$ cat src/rtl/pipe_pkg.sv
// Shared definitions for the generic inter-stage pipeline register:
// state encoding, default widths and per-stage control widths.
`ifndef WORD_WIDTH
`define WORD_WIDTH 32
`endif

package pipe_pkg;

  localparam int WORD_W     = `WORD_WIDTH;
  localparam int DATA_W_DEF = 64;
  localparam int CTRL_W_DEF = 8;
  localparam int CNT_W_DEF  = 16;

  // Control bundle width carried by each stage boundary of the ARM core.
  localparam int CTRL_W_IF_ID  = 0;
  localparam int CTRL_W_ID_EX  = 8;
  localparam int CTRL_W_EX_MEM = 3;
  localparam int CTRL_W_MEM_WB = 1;

  typedef enum logic [1:0] {
    ST_EMPTY = 2'd0,
    ST_FULL  = 2'd1,
    ST_SKID  = 2'd2
  } state_t;

endpackage

$ cat src/rtl/pipe_entry.sv
// One held pipeline entry: valid flag plus pc/data/ctrl fields.
// Priority inside the entry: rst > clear > load > drop.
module pipe_entry
  import pipe_pkg::*;
#(
  parameter int PC_W   = WORD_W,
  parameter int DATA_W = DATA_W_DEF,
  parameter int CTRL_W = CTRL_W_DEF
) (
  input  logic              clk,
  input  logic              rst,
  input  logic              clear,
  input  logic              load,
  input  logic              drop,
  input  logic [PC_W-1:0]   d_pc,
  input  logic [DATA_W-1:0] d_data,
  input  logic [CTRL_W-1:0] d_ctrl,
  output logic              valid,
  output logic [PC_W-1:0]   pc,
  output logic [DATA_W-1:0] data,
  output logic [CTRL_W-1:0] ctrl
);

  // NOTE: sequential state uses non-blocking assignments so every register
  // samples pre-edge values regardless of statement order.
  always_ff @(posedge clk) begin
    if (rst) begin
      valid <= 1'b0;
      pc    <= '0;
      data  <= '0;
      ctrl  <= '0;
    end else if (clear) begin
      // Flushed control must never leak downstream; pc/data may keep stale values.
      valid <= 1'b0;
      ctrl  <= '0;
    end else if (load) begin
      valid <= 1'b1;
      pc    <= d_pc;
      data  <= d_data;
      ctrl  <= d_ctrl;
    end else if (drop) begin
      valid <= 1'b0;
    end
  end

endmodule

$ cat src/rtl/pipe_stage_reg.sv
// Generic valid/ready pipeline stage register with optional skid entry,
// freeze/flush control and a saturating stall-cycle counter.
module pipe_stage_reg
  import pipe_pkg::*;
#(
  parameter int PC_W   = WORD_W,
  parameter int DATA_W = DATA_W_DEF,
  parameter int CTRL_W = CTRL_W_DEF,
  parameter int SKID   = 1,
  parameter int CNT_W  = CNT_W_DEF
) (
  input  logic              clk,
  input  logic              rst,
  input  logic              freeze,
  input  logic              flush,
  input  logic              in_valid,
  output logic              in_ready,
  input  logic [PC_W-1:0]   in_pc,
  input  logic [DATA_W-1:0] in_data,
  input  logic [CTRL_W-1:0] in_ctrl,
  output logic              out_valid,
  input  logic              out_ready,
  output logic [PC_W-1:0]   out_pc,
  output logic [DATA_W-1:0] out_data,
  output logic [CTRL_W-1:0] out_ctrl,
  output logic [CNT_W-1:0]  stall_cnt
);

  state_t state, state_nxt;

  logic              main_valid, skid_valid;
  logic [PC_W-1:0]   main_pc, skid_pc, main_d_pc;
  logic [DATA_W-1:0] main_data, skid_data, main_d_data;
  logic [CTRL_W-1:0] main_ctrl, skid_ctrl, main_d_ctrl;

  logic accept, take;
  logic main_load, main_drop, skid_load, skid_drop;
  logic stalled;

  assign out_valid = main_valid & ~freeze;
  assign out_pc    = main_pc;
  assign out_data  = main_data;
  assign out_ctrl  = out_valid ? main_ctrl : '0;

  assign accept = in_valid & in_ready;
  assign take   = out_valid & out_ready;

  // NOTE: every signal driven in always_comb gets a default first, so no
  // path through the case leaves it unassigned and no latch is inferred.
  always_comb begin
    state_nxt = state;
    main_load = 1'b0;
    main_drop = 1'b0;
    skid_load = 1'b0;
    skid_drop = 1'b0;
    unique case (state)
      ST_EMPTY: begin
        if (accept) begin
          main_load = 1'b1;
          state_nxt = ST_FULL;
        end
      end
      ST_FULL: begin
        if (take && accept) begin
          main_load = 1'b1;
        end else if (take) begin
          main_drop = 1'b1;
          state_nxt = ST_EMPTY;
        end else if (accept && (SKID != 0)) begin
          skid_load = 1'b1;
          state_nxt = ST_SKID;
        end
      end
      ST_SKID: begin
        if (take) begin
          main_load = 1'b1;
          skid_drop = 1'b1;
          state_nxt = ST_FULL;
        end
      end
      default: state_nxt = ST_EMPTY;
    endcase
    if (flush) state_nxt = ST_EMPTY;
  end

  // Main refills from the skid entry first so acceptance order is preserved.
  assign main_d_pc   = (state == ST_SKID) ? skid_pc   : in_pc;
  assign main_d_data = (state == ST_SKID) ? skid_data : in_data;
  assign main_d_ctrl = (state == ST_SKID) ? skid_ctrl : in_ctrl;

  always_ff @(posedge clk) begin
    if (rst) state <= ST_EMPTY;
    else     state <= state_nxt;
  end

  pipe_entry #(.PC_W(PC_W), .DATA_W(DATA_W), .CTRL_W(CTRL_W)) u_main (
    .clk    (clk),
    .rst    (rst),
    .clear  (flush),
    .load   (main_load),
    .drop   (main_drop),
    .d_pc   (main_d_pc),
    .d_data (main_d_data),
    .d_ctrl (main_d_ctrl),
    .valid  (main_valid),
    .pc     (main_pc),
    .data   (main_data),
    .ctrl   (main_ctrl)
  );

  generate
    if (SKID != 0) begin : g_skid
      pipe_entry #(.PC_W(PC_W), .DATA_W(DATA_W), .CTRL_W(CTRL_W)) u_skid (
        .clk    (clk),
        .rst    (rst),
        .clear  (flush),
        .load   (skid_load),
        .drop   (skid_drop),
        .d_pc   (in_pc),
        .d_data (in_data),
        .d_ctrl (in_ctrl),
        .valid  (skid_valid),
        .pc     (skid_pc),
        .data   (skid_data),
        .ctrl   (skid_ctrl)
      );
      // Ready depends only on held state, breaking the stage-to-stage ready chain.
      assign in_ready = ~skid_valid & ~freeze;
    end else begin : g_no_skid
      logic unused_skid;
      assign unused_skid = skid_load | skid_drop;
      assign skid_valid  = 1'b0;
      assign skid_pc     = '0;
      assign skid_data   = '0;
      assign skid_ctrl   = '0;
      assign in_ready    = (~main_valid | out_ready) & ~freeze;
    end
  endgenerate

  assign stalled = (main_valid & ~out_ready) | freeze;

  always_ff @(posedge clk) begin
    if (rst)                             stall_cnt <= '0;
    else if (stalled && stall_cnt != '1) stall_cnt <= stall_cnt + CNT_W'(1);
  end

endmodule

$ cat config.mk
export PLATFORM = sky130hd
export DESIGN_NAME = pipe_stage_reg
export DESIGN_NICKNAME = d
export VERILOG_FILES = /design/src/rtl/pipe_pkg.sv /design/src/rtl/pipe_entry.sv /design/src/rtl/pipe_stage_reg.sv
export SDC_FILE = /design/constraint.sdc
export NUM_CORES = 1
export LEC_CHECK = 0
export CAP_MARGIN = 20
export CORE_MARGIN = 5
export CORE_UTILIZATION = 35
export CTS_BUF_LIST = sky130_fd_sc_hd__clkbuf_16
export DETAILED_ROUTE_END_ITERATION = 12
export PLACE_DENSITY = 0.73
export SYNTH_ARGS = -nofsm -noshare
export SYNTH_HDL_FRONTEND = slang
export SYNTH_SLANG_ARGS = --single-unit
$ cat constraint.sdc
create_clock -name clk -period 2.1 [get_ports clk]
set_input_delay 0.42 -clock clk [delete_from_list [all_inputs] [get_ports clk]]
set_output_delay 0.42 -clock clk [all_outputs]
set_load 0.01 [all_outputs]
After elaboration in Yosys (flattened, before gate mapping)
Cells that the tools add are included.
{"block": "op_classes", "n_addsub": 1, "n_eq_ne": 7, "n_mux": 24, "bitwise": 10, "reduce_logical": 9}
{"cell": "64-bit two-way mux", "count": 1}
{"cell": "32-bit two-way mux", "count": 1}
{"cell": "16-bit by 1-bit adder with 16-bit output (second input constant)", "count": 1}
{"cell": "8-bit two-way mux", "count": 2}
{"cell": "16-bit inequality test (second input constant)", "count": 1}
{"cell": "1-bit two-way mux", "count": 13}
{"cell": "2-bit two-way mux", "count": 5}
{"cell": "2-bit inequality test (second input constant)", "count": 3}
{"cell": "2-bit one-hot mux with 3 select lines", "count": 1}
{"cell": "1-bit AND", "count": 5}
{"cell": "1-bit inverter", "count": 4}
{"cell": "2-bit AND reduction", "count": 2}
{"cell": "4-bit AND reduction", "count": 1}
{"cell": "2-bit nonzero test", "count": 2}
{"cell": "3-bit inequality test (second input constant)", "count": 1}
{"cell": "1-bit one-hot mux with 3 select lines", "count": 1}
{"cell": "2-bit by 1-bit equality test with 1-bit output (second input constant)", "count": 1}
{"cell": "2-bit equality test (second input constant)", "count": 1}
{"cell": "1-bit logical AND", "count": 2}
{"cell": "2-bit zero test", "count": 1}
{"cell": "2-bit OR reduction", "count": 1}
{"cell": "1-bit OR", "count": 1}
{"block": "totals", "regBits": 228, "wordCells": 61}

Depth between registers and ports, before layout
Gate-level depths: netlist of the first run.
{"block": "depth", "word_depth": 8, "ltp_mapped": 8, "depth_no_buf": 5}

Cells and area by module
Synthesis of the first run repeated with hierarchy kept, for this count alone.
{"block": "hier_totals", "hier_cells": 1402, "area_unflattened_um2": 12061.6}
{"mod": "pipe_entry", "instances": 2, "cells_each": 467, "area_each_um2": 4870.9, "seq_area_each_um2": 2102.0}
{"mod": "pipe_stage_reg", "instances": 1, "cells_each": 468, "area_each_um2": 2319.7, "seq_area_each_um2": 360.3}

Worst setup path before layout of the first run
Ideal clock, no wire load.
{"block": "synth_path", "path_kind": "input -> register", "startpoint": "in freeze", "endpoint": "reg g_skid.u_skid.data[10]", "setup_ns": 0.143, "arrival_time_ns": 1.847, "slack_ns": 0.110, "path_stages": 7, "cell_sequence": "or4b_4 > or4_1 > buf_2 > buf_6 > buf_6 > nand2_2 > a21oi_2"}
{"block": "synth_between", "elab_chain_cells": 8, "word_cells_on_any_way": 11, "cone_classes": "mux (4); bitwise (5); reduce/logical (2)"}
{"element": "start: declaration", "line": "pipe_stage_reg.sv:14", "source": "input logic freeze,"}
{"element": "1-bit inverter *", "line": "pipe_stage_reg.sv:40, pipe_stage_reg.sv:128"}
{"element": "1-bit AND", "line": "pipe_stage_reg.sv:128", "source": "assign in_ready = ~skid_valid & ~freeze;"}
{"element": "1-bit AND", "line": "pipe_stage_reg.sv:45", "source": "assign accept = in_valid & in_ready;"}
{"element": "1-bit two-way mux", "line": "pipe_stage_reg.sv:69", "source": "end else if (accept && (SKID != 0)) begin"}
{"element": "1-bit two-way mux", "line": "pipe_stage_reg.sv:66", "source": "end else if (take) begin"}
{"element": "1-bit two-way mux *", "line": "pipe_stage_reg.sv:64", "source": "if (take && accept) begin"}
{"element": "1-bit two-way mux *", "line": "pipe_stage_reg.sv:56", "source": "unique case (state)"}
{"element": "2-bit AND reduction (no line) *"}
{"element": "end signal: assignment", "line": "pipe_entry.sv:39", "source": "data <= d_data;"}
{"element": "end: declaration", "line": "pipe_entry.sv:20", "source": "output logic [DATA_W-1:0] data,"}
Mark *: on every way between the ends. The rest lies on a longest branch, timed or not.
A chain may end at the register's enable or synchronous reset.

Final worst setup path of the first run
{"block": "layout_path", "startpoint": "reg g_skid.u_skid.valid", "endpoint": "out in_ready"}
{"block": "layout_between", "elab_chain_cells": 2}
{"element": "start: declaration", "line": "pipe_entry.sv:18", "source": "output logic valid,"}
{"element": "start signal: assignment", "line": "pipe_entry.sv:28", "source": "valid <= 1'b0;"}
{"element": "start signal: assignment", "line": "pipe_entry.sv:34", "source": "valid <= 1'b0;"}
{"element": "start signal: assignment", "line": "pipe_entry.sv:37", "source": "valid <= 1'b1;"}
{"element": "1-bit inverter", "line": "pipe_stage_reg.sv:128"}
{"element": "1-bit AND", "line": "pipe_stage_reg.sv:128"}
{"element": "end: declaration", "line": "pipe_stage_reg.sv:17", "source": "output logic in_ready,"}
No other way between the ends.

==> out/results.txt, run 1 <==
Status -> completed
Number of nets in the synthesized netlist -> 1264
Starting density of the core -> 0.352
Crit path time final -> 2.03 ns
Die boundary width -> 180 µm
Number of top-level design ports -> 232
Clock Root Buffer -> sky130_fd_sc_hd__clkbuf_16
Part of the Yosys area used for sequential elements -> 0.454
Antenna fix cells -> 0
Post-CTS setup repair buffer count -> 0
Primary FF master, synth -> sky130_fd_sc_hd__dfxtp_1
Utilization after layout -> 0.481
TritonCTS clock tree -> built
Arithmetic-cell share of the synthesized area counting full adders, half adders and majority gates -> 0.00124
Share of flip-flops with an asynchronous set or reset -> 0
Area growth from synthesis to layout -> 36.6%
Count of endpoints failing hold in the final timing report -> 0
Worst setup EP type -> output pin
Synthesized cell area -> 10100 µm²
Total overflow reported by the global router -> 0
Highest achievable clock rate -> 494 MHz
Number of distinct library cells after synthesis -> 40
Remaining design rule violation count -> 0
Global-route wire length before repair -> 45100 µm
Setup repair after global routing missed its margin -> false
Final ANT Viol Nets -> 0
Power density relative to cell area -> 710 nW/µm²
Drt total wl -> 27600 µm
Vias in the first global route -> 8730
Port Buffer Count -> 231
Worst rel slew slack -> 0.479
Synth top area cells -> sky130_fd_sc_hd__dfxtp_1 (45%), sky130_fd_sc_hd__mux2_2 (11%), sky130_fd_sc_hd__a221oi_1 (8.4%)
CP arrival -> 1.61 ns
Clock input transition at the sequential cells of the worst setup and hold paths -> 0.06 ns
Synth top area share -> 0.454
Via-to-Cell Ratio -> 5.02
Tightest Hold Check Type -> in -> reg
Share of post-route cells with drive strength above 1 -> 0.176
Critical path peak fanout -> 4
Data required time at the worst endpoint -> 1.68 ns
1st-iter DRT viols -> 593
Clock sink total -> 228
Instance count of the mapped netlist -> 1153
Number of optimization iterations in the first detailed-route pass -> 5
Setup_tns -> 0 ns
Proportion of synthesized area in mux cells -> 0.123
Global router's overall resource usage -> 0.162
Lkg Pwr -> 4.91 nW
Number of enable flip-flop cells after synthesis -> 0
Bufs on Longest Clock Path -> 3
Pins Over Slew Limit -> 0
Core Area -> 28500 µm²
Detailed-route wire length per cell -> 15.7 µm
Row Count -> 62
Post-route fraction of the period consumed by the critical path -> 0.965
Combinational family with the most area after synthesis -> compound AO/OA/AOI/OAI gates
Peak VDD IR -> 0.000547 V
Simple-Gate Fraction of Synth Area -> 0.166
CTS H-tree lvls -> 1
Area enclosed by the die boundary -> 32200 µm²
Total number of vias -> 8839
Top post-synthesis cells by count -> sky130_fd_sc_hd__dfxtp_1 (228), sky130_fd_sc_hd__nand2_1 (172), sky130_fd_sc_hd__nor2_1 (109), sky130_fd_sc_hd__inv_1 (99)
Area share of xor/xnor cells in the synthesized design -> 0
Initial antenna violation count -> 0
Setup-failing EPs final -> 0
Count of nets after finishing -> 1471
Post-detail-place hpwl -> 18200 µm
Worst slew pin tran -> 0.776 ns
Syn_area_per_cell -> 8.72 µm²
Final GP Congestion -> 0.792
Total Power Consumption -> 0.00976 W
Clock buffers created by TritonCTS -> 25
Most frequently used cell type in the post-synthesis netlist -> sky130_fd_sc_hd__dfxtp_1
Cell taking the most area after synthesis -> sky130_fd_sc_hd__dfxtp_1
Count of state elements after synthesis -> 228
Worst clock skew on the final layout -> 0.00736 ns
Area fraction in compound gates after synthesis -> 0.176
Critical path class -> reg -> out
Filler cells -> 2717
Synth warnings -> 0
Worst-skew pair later-pin latency -> 0.51 ns
Largest net degree at the start of global routing -> 97
Startpoint Class -> flop
Die boundary height -> 180 µm
Count of maximum capacitance violations -> 0
state kept, by name, summed over array words and instances, names as in the netlist:
| signal | count |
|---|---|
| g_skid.u_skid.ctrl | 8 |
| g_skid.u_skid.valid | 1 |
| u_main.pc | 32 |
| stall_cnt | 16 |
| state | 2 |
| g_skid.u_skid.data | 64 |
| u_main.ctrl | 8 |
| u_main.data | 64 |
| u_main.valid | 1 |
| g_skid.u_skid.pc | 32 |
cell usage in the layout (no fill, tap or decap), drive strengths merged, types with 10 or more instances in the layout:
cell and count:
clkbuf 25, nor2 109, buf 48, nand2 200, or4 12, clkinv 12, a21oi 115, clkdlybuf4s50 219
inv 105, mux2i 16, mux2 96, o31ai 14, a221oi 96, dfxtp 228, dlygate4sd2 10
critical path, cell delays in order (launching register included):
cell and delay, ns:
sky130_fd_sc_hd__dfxtp_1 0.31, sky130_fd_sc_hd__buf_4 0.15, sky130_fd_sc_hd__nor2_1 0.09, sky130_fd_sc_hd__clkdlybuf4s50_1 0.54
where the power goes:
part | total (W) | internal, W | switching, W | leakage (nW)
sequential | 0.00452 | 0.00445 | 0.0000711 | 1.85
combinational | 0.00110 | 0.000602 | 0.000498 | 2.66
clock | 0.00414 | 0.00240 | 0.00174 | 0.401
total | 0.00976 | 0.00745 | 0.00231 | 4.91
path summary, 6_finish.rpt:
check,from,end,slack [ns],cells past startpoint
setup / recovery,g_skid.u_skid.valid$_SDFFE_PP0P_,in_ready,0.07,3
hold / removal,rst,stall_cnt[0]$_SDFFE_PP0P_,0.23,2
setup reg to reg,g_skid.u_skid.valid$_SDFFE_PP0P_,g_skid.u_skid.pc[15]$_SDFFE_PP0P_,0.20,5
hold reg to reg,g_skid.u_skid.pc[4]$_SDFFE_PP0P_,g_skid.u_skid.pc[4]$_SDFFE_PP0P_,0.45,2
repair_timing:
action,CTS,global route
resized for setup,12,0
hold buffers,0,0
setup endpoints to repair,10,0
endpoints found under the hold margin,0,0
kinds of logic (layout without fill, tap and decap cells):
group                      Yosys count  in the layout
AOI/OAI and AO/OA                  247            247
adders and majority gates            1              1
and+or+nand+nor                    369            369
DFF                                228            228
muxes                              112            112
buffers and inverters              196            421
stage by stage:
step	setup slack [ns]	instance area, µm²	cells	hold WS [ns]
floorplan	0.110	10100	1153	0.434
global placement	-0.328	13000	1717	0.438
detailed placement	-0.350	13000	1717	0.444
CTS	0.0294	13700	1762	0.206
global route	0.00915	13700	1762	0.225
finish	0.0737	13700	1762	0.232
cell type report:
cell class,count,area [µm²],area share
flip-flops and latches,228,4570,0.333
clock buffers,25,626,0.0455
well taps,384,480,0.0350
repair buffers,277,2830,0.206
inverters,99,372,0.0271
multi-input cells,729,4720,0.344
clock inverters,20,139,0.0101
metal layers:
| layer | track usage | vias up | routed length [µm] |
|---|---|---|---|
| met4 | 0.0375 | 0 | 446 |
| li1 | - | 4387 | - |
| met3 | 0.0483 | 35 | 1980 |
| met5 | 0 | - | 0 |
| met2 | 0.271 | 230 | 12900 |
| met1 | 0.207 | 4187 | 12300 |
Note: power is estimated with default switching activity, not from simulation.
==> inputs of run 2 (changes only) <==
--- a/config.mk
+++ b/config.mk
@@ -7,10 +7,10 @@
 export LEC_CHECK = 0
 export CAP_MARGIN = 20
 export CORE_MARGIN = 5
-export CORE_UTILIZATION = 35
-export CTS_BUF_LIST = sky130_fd_sc_hd__clkbuf_16
+export CORE_UTILIZATION = 30
+export CTS_BUF_LIST = sky130_fd_sc_hd__clkbuf_8 sky130_fd_sc_hd__clkbuf_16
 export DETAILED_ROUTE_END_ITERATION = 12
-export PLACE_DENSITY = 0.73
+export PLACE_DENSITY = 0.65
 export SYNTH_ARGS = -nofsm -noshare
 export SYNTH_HDL_FRONTEND = slang
 export SYNTH_SLANG_ARGS = --single-unit
==> run 2 against run 1 <==
  * Clock skew grew 0.010 ns
  * Hold slack gained 0.039 ns
  * Wire length grew 7.6%
  * First-iteration DRC count shrank 28%
  * Die area grew 16%
  * Power grew 6.8%
  * Fmax shrank 1.0%
  * Utilization shrank 6.0 points
  * Via count grew 0.71%
  * Clock power grew 15%
  * Combinational power is essentially flat
==> out/results.txt, run 2 (synthesis gave the netlist of run 1 again) <==
Setup-failing EPs final -> 0
Setup_tns -> 0 ns
Critical path peak fanout -> 7
Cell chain of the critical path -> nor2b_2 -> buf_2 -> and2_1 -> dlygate4sd2_1
Area taken by flip-flops and latches -> 4570 µm²
Antenna fix cells -> 0
Worst-skew pair later-pin latency -> 0.53 ns
Final ANT Viol Nets -> 0
Count of endpoints failing hold in the final timing report -> 0
Combinational Power Share -> 0.107
Die boundary height -> 193 µm
Lkg Pwr -> 4.98 nW
Pins Over Slew Limit -> 0
Post-route fraction of the period consumed by the critical path -> 0.975
Worst rel slew slack -> 0.472
Data required time at the worst endpoint -> 1.68 ns
Filler cells -> 3248
Critical path buffer and inverter count -> 2
Number of top-level design ports -> 232
Share of post-route cells with drive strength above 1 -> 0.185
Worst slew pin tran -> 0.792 ns
Peak VDD IR -> 0.000474 V
TritonCTS clock tree -> built
Tightest Hold Check Type -> in -> reg
Critical path class -> reg -> out
Clock Root Buffer -> sky130_fd_sc_hd__clkbuf_16
Count of nets after finishing -> 1473
Filler-free cell count of the finished design -> 1830
CTS H-tree lvls -> 1
Count of maximum capacitance violations -> 0
Largest registers in the final layout -> g_skid.u_skid.data: 64 flops, u_main.data: 64 flops
Switching power -> 0.00245 W
Total overflow reported by the global router -> 0
Drt total wl -> 29700 µm
Via-to-Cell Ratio -> 4.86
Area enclosed by the die boundary -> 37300 µm²
Hold buffer count at cts -> 0
Clock share of power -> 0.459
Core Area -> 33300 µm²
Switching Fraction -> 0.236
Number of optimization iterations in the first detailed-route pass -> 5
Power density relative to cell area -> 744 nW/µm²
Final GP Congestion -> 0.771
Bufs on Longest Clock Path -> 3
CP arrival -> 1.63 ns
Worst setup EP type -> output pin
Initial antenna violation count -> 2
Standard cell with the maximum stage delay on the critical path -> sky130_fd_sc_hd__dfxtp_4
Remaining design rule violation count -> 0
Row Count -> 67
Maximum single-stage delay on the critical path -> 0.37 ns
Vias in the first global route -> 8905
Footprint of the multi-input gates -> 4720 µm²
Global-route wire length before repair -> 47100 µm
Clock sink total -> 228
Startpoint Class -> flop
Detailed-route wire length per cell -> 16.2 µm
1st-iter DRT viols -> 429
Clock buffers created by TritonCTS -> 26
Area growth from synthesis to layout -> 39.3%
Largest net degree at the start of global routing -> 91
Total number of vias -> 8902
Commonest cells after routing, fill and taps aside -> sky130_fd_sc_hd__dfxtp_1 (227), sky130_fd_sc_hd__clkdlybuf4s50_1 (218), sky130_fd_sc_hd__nand2_1 (171), sky130_fd_sc_hd__nor2_1 (109), sky130_fd_sc_hd__inv_1 (103)
Worst hold slack -> 0.270 ns
Post-detail-place hpwl -> 19000 µm
Number of placed instances, taps included -> 1781
Starting density of the core -> 0.302
Port Buffer Count -> 231
Status -> completed
Worst clock skew on the final layout -> 0.0175 ns
Cell family contributing the most delay on the critical path -> buffers and inverters
Crit path time final -> 2.05 ns
Internal Pwr Total -> 0.00797 W
Clock input transition at the sequential cells of the worst setup and hold paths -> 0.06 ns
Highest achievable clock rate -> 488 MHz
Global router's overall resource usage -> 0.153
Die boundary width -> 193 µm
Leading cell type in the layout, fill and taps excluded -> sky130_fd_sc_hd__dfxtp_1
Power share of the sequential group -> 0.434
[run 2: changes by cell type in the layout (fill, tap and decap cells not counted), sizes merged]
cell           change
dlygate4sd2        -6
inv                -1
clkdlybuf4s15      +6
dlymetal6s2s       +1
clkbuf             +8
buf                +1
clkinvlp           +2
clkinv             -7
clkdlybuf4s50      -1
bufinv             +1
[run 2: worst paths after layout]
check / start / to / slack, ns / cells past startpoint
worst max-delay path: u_main.valid$_SDFFE_PP0P_ / out_ctrl[4] / 0.05 / 4
worst min-delay path: rst / stall_cnt[0]$_SDFFE_PP0P_ / 0.27 / 2
worst max register to register: stall_cnt[0]$_SDFFE_PP0P_ / stall_cnt[7]$_SDFFE_PP0P_ / 0.20 / 5
worst min register to register: g_skid.u_skid.pc[3]$_SDFFE_PP0P_ / g_skid.u_skid.pc[3]$_SDFFE_PP0P_ / 0.45 / 2
[run 2: stage by stage]
| stage | total power (W) | setup WS, ns | instance area (µm²) | utilization |
|---|---|---|---|---|
| 6_report | 0.0104 | 0.0525 | 14000 | 0.421 |
| 3_5_place_dp | 0.00574 | -0.402 | 13100 | 0.393 |
| 2_1_floorplan | 0.00510 | 0.110 | 10100 | - |
| 3_3_place_gp | 0.00573 | -0.407 | 13100 | 0.393 |
| 4_1_cts | 0.0106 | 0.00643 | 14000 | 0.420 |
| 5_1_grt | 0.0108 | -0.0146 | 14000 | 0.421 |
[run 2: cell type report]
class	count	share of cell area
multi-input cells	729	0.337
clock inverters	15	0.0110
clock buffers	33	0.0541
repair buffers	278	0.205
inverters	99	0.0265
well taps	448	0.0400
flip-flops and latches	228	0.326
[run 2: metal layers]
layer / vias to the layer above / GRT usage / share of wire
met2: 218 / 0.255 / 0.47
met4: 4 / 0.0368 / 0.021
met5: - / 0 / 0.00091
met3: 45 / 0.0441 / 0.074
met1: 4246 / 0.195 / 0.44
li1: 4389 / - / -
[run 2: power groups by stage]
stage	clock network (W)	registers, W	logic (W)
after global placement	0	0.00462	0.00111
final	0.00478	0.00452	0.00111
after CTS	0.00492	0.00452	0.00113
after global routing	0.00510	0.00453	0.00121
after floorplan	0	0.00465	0.000451
after detailed placement	0	0.00462	0.00112
[run 2: timing repair]
item,4_1_cts,5_1_grt
pin swaps,0,0
resized for setup,12,9
setup endpoints to repair,10,9
buffers inserted,0,0
endpoints found under the hold margin,0,0
gates cloned,0,1
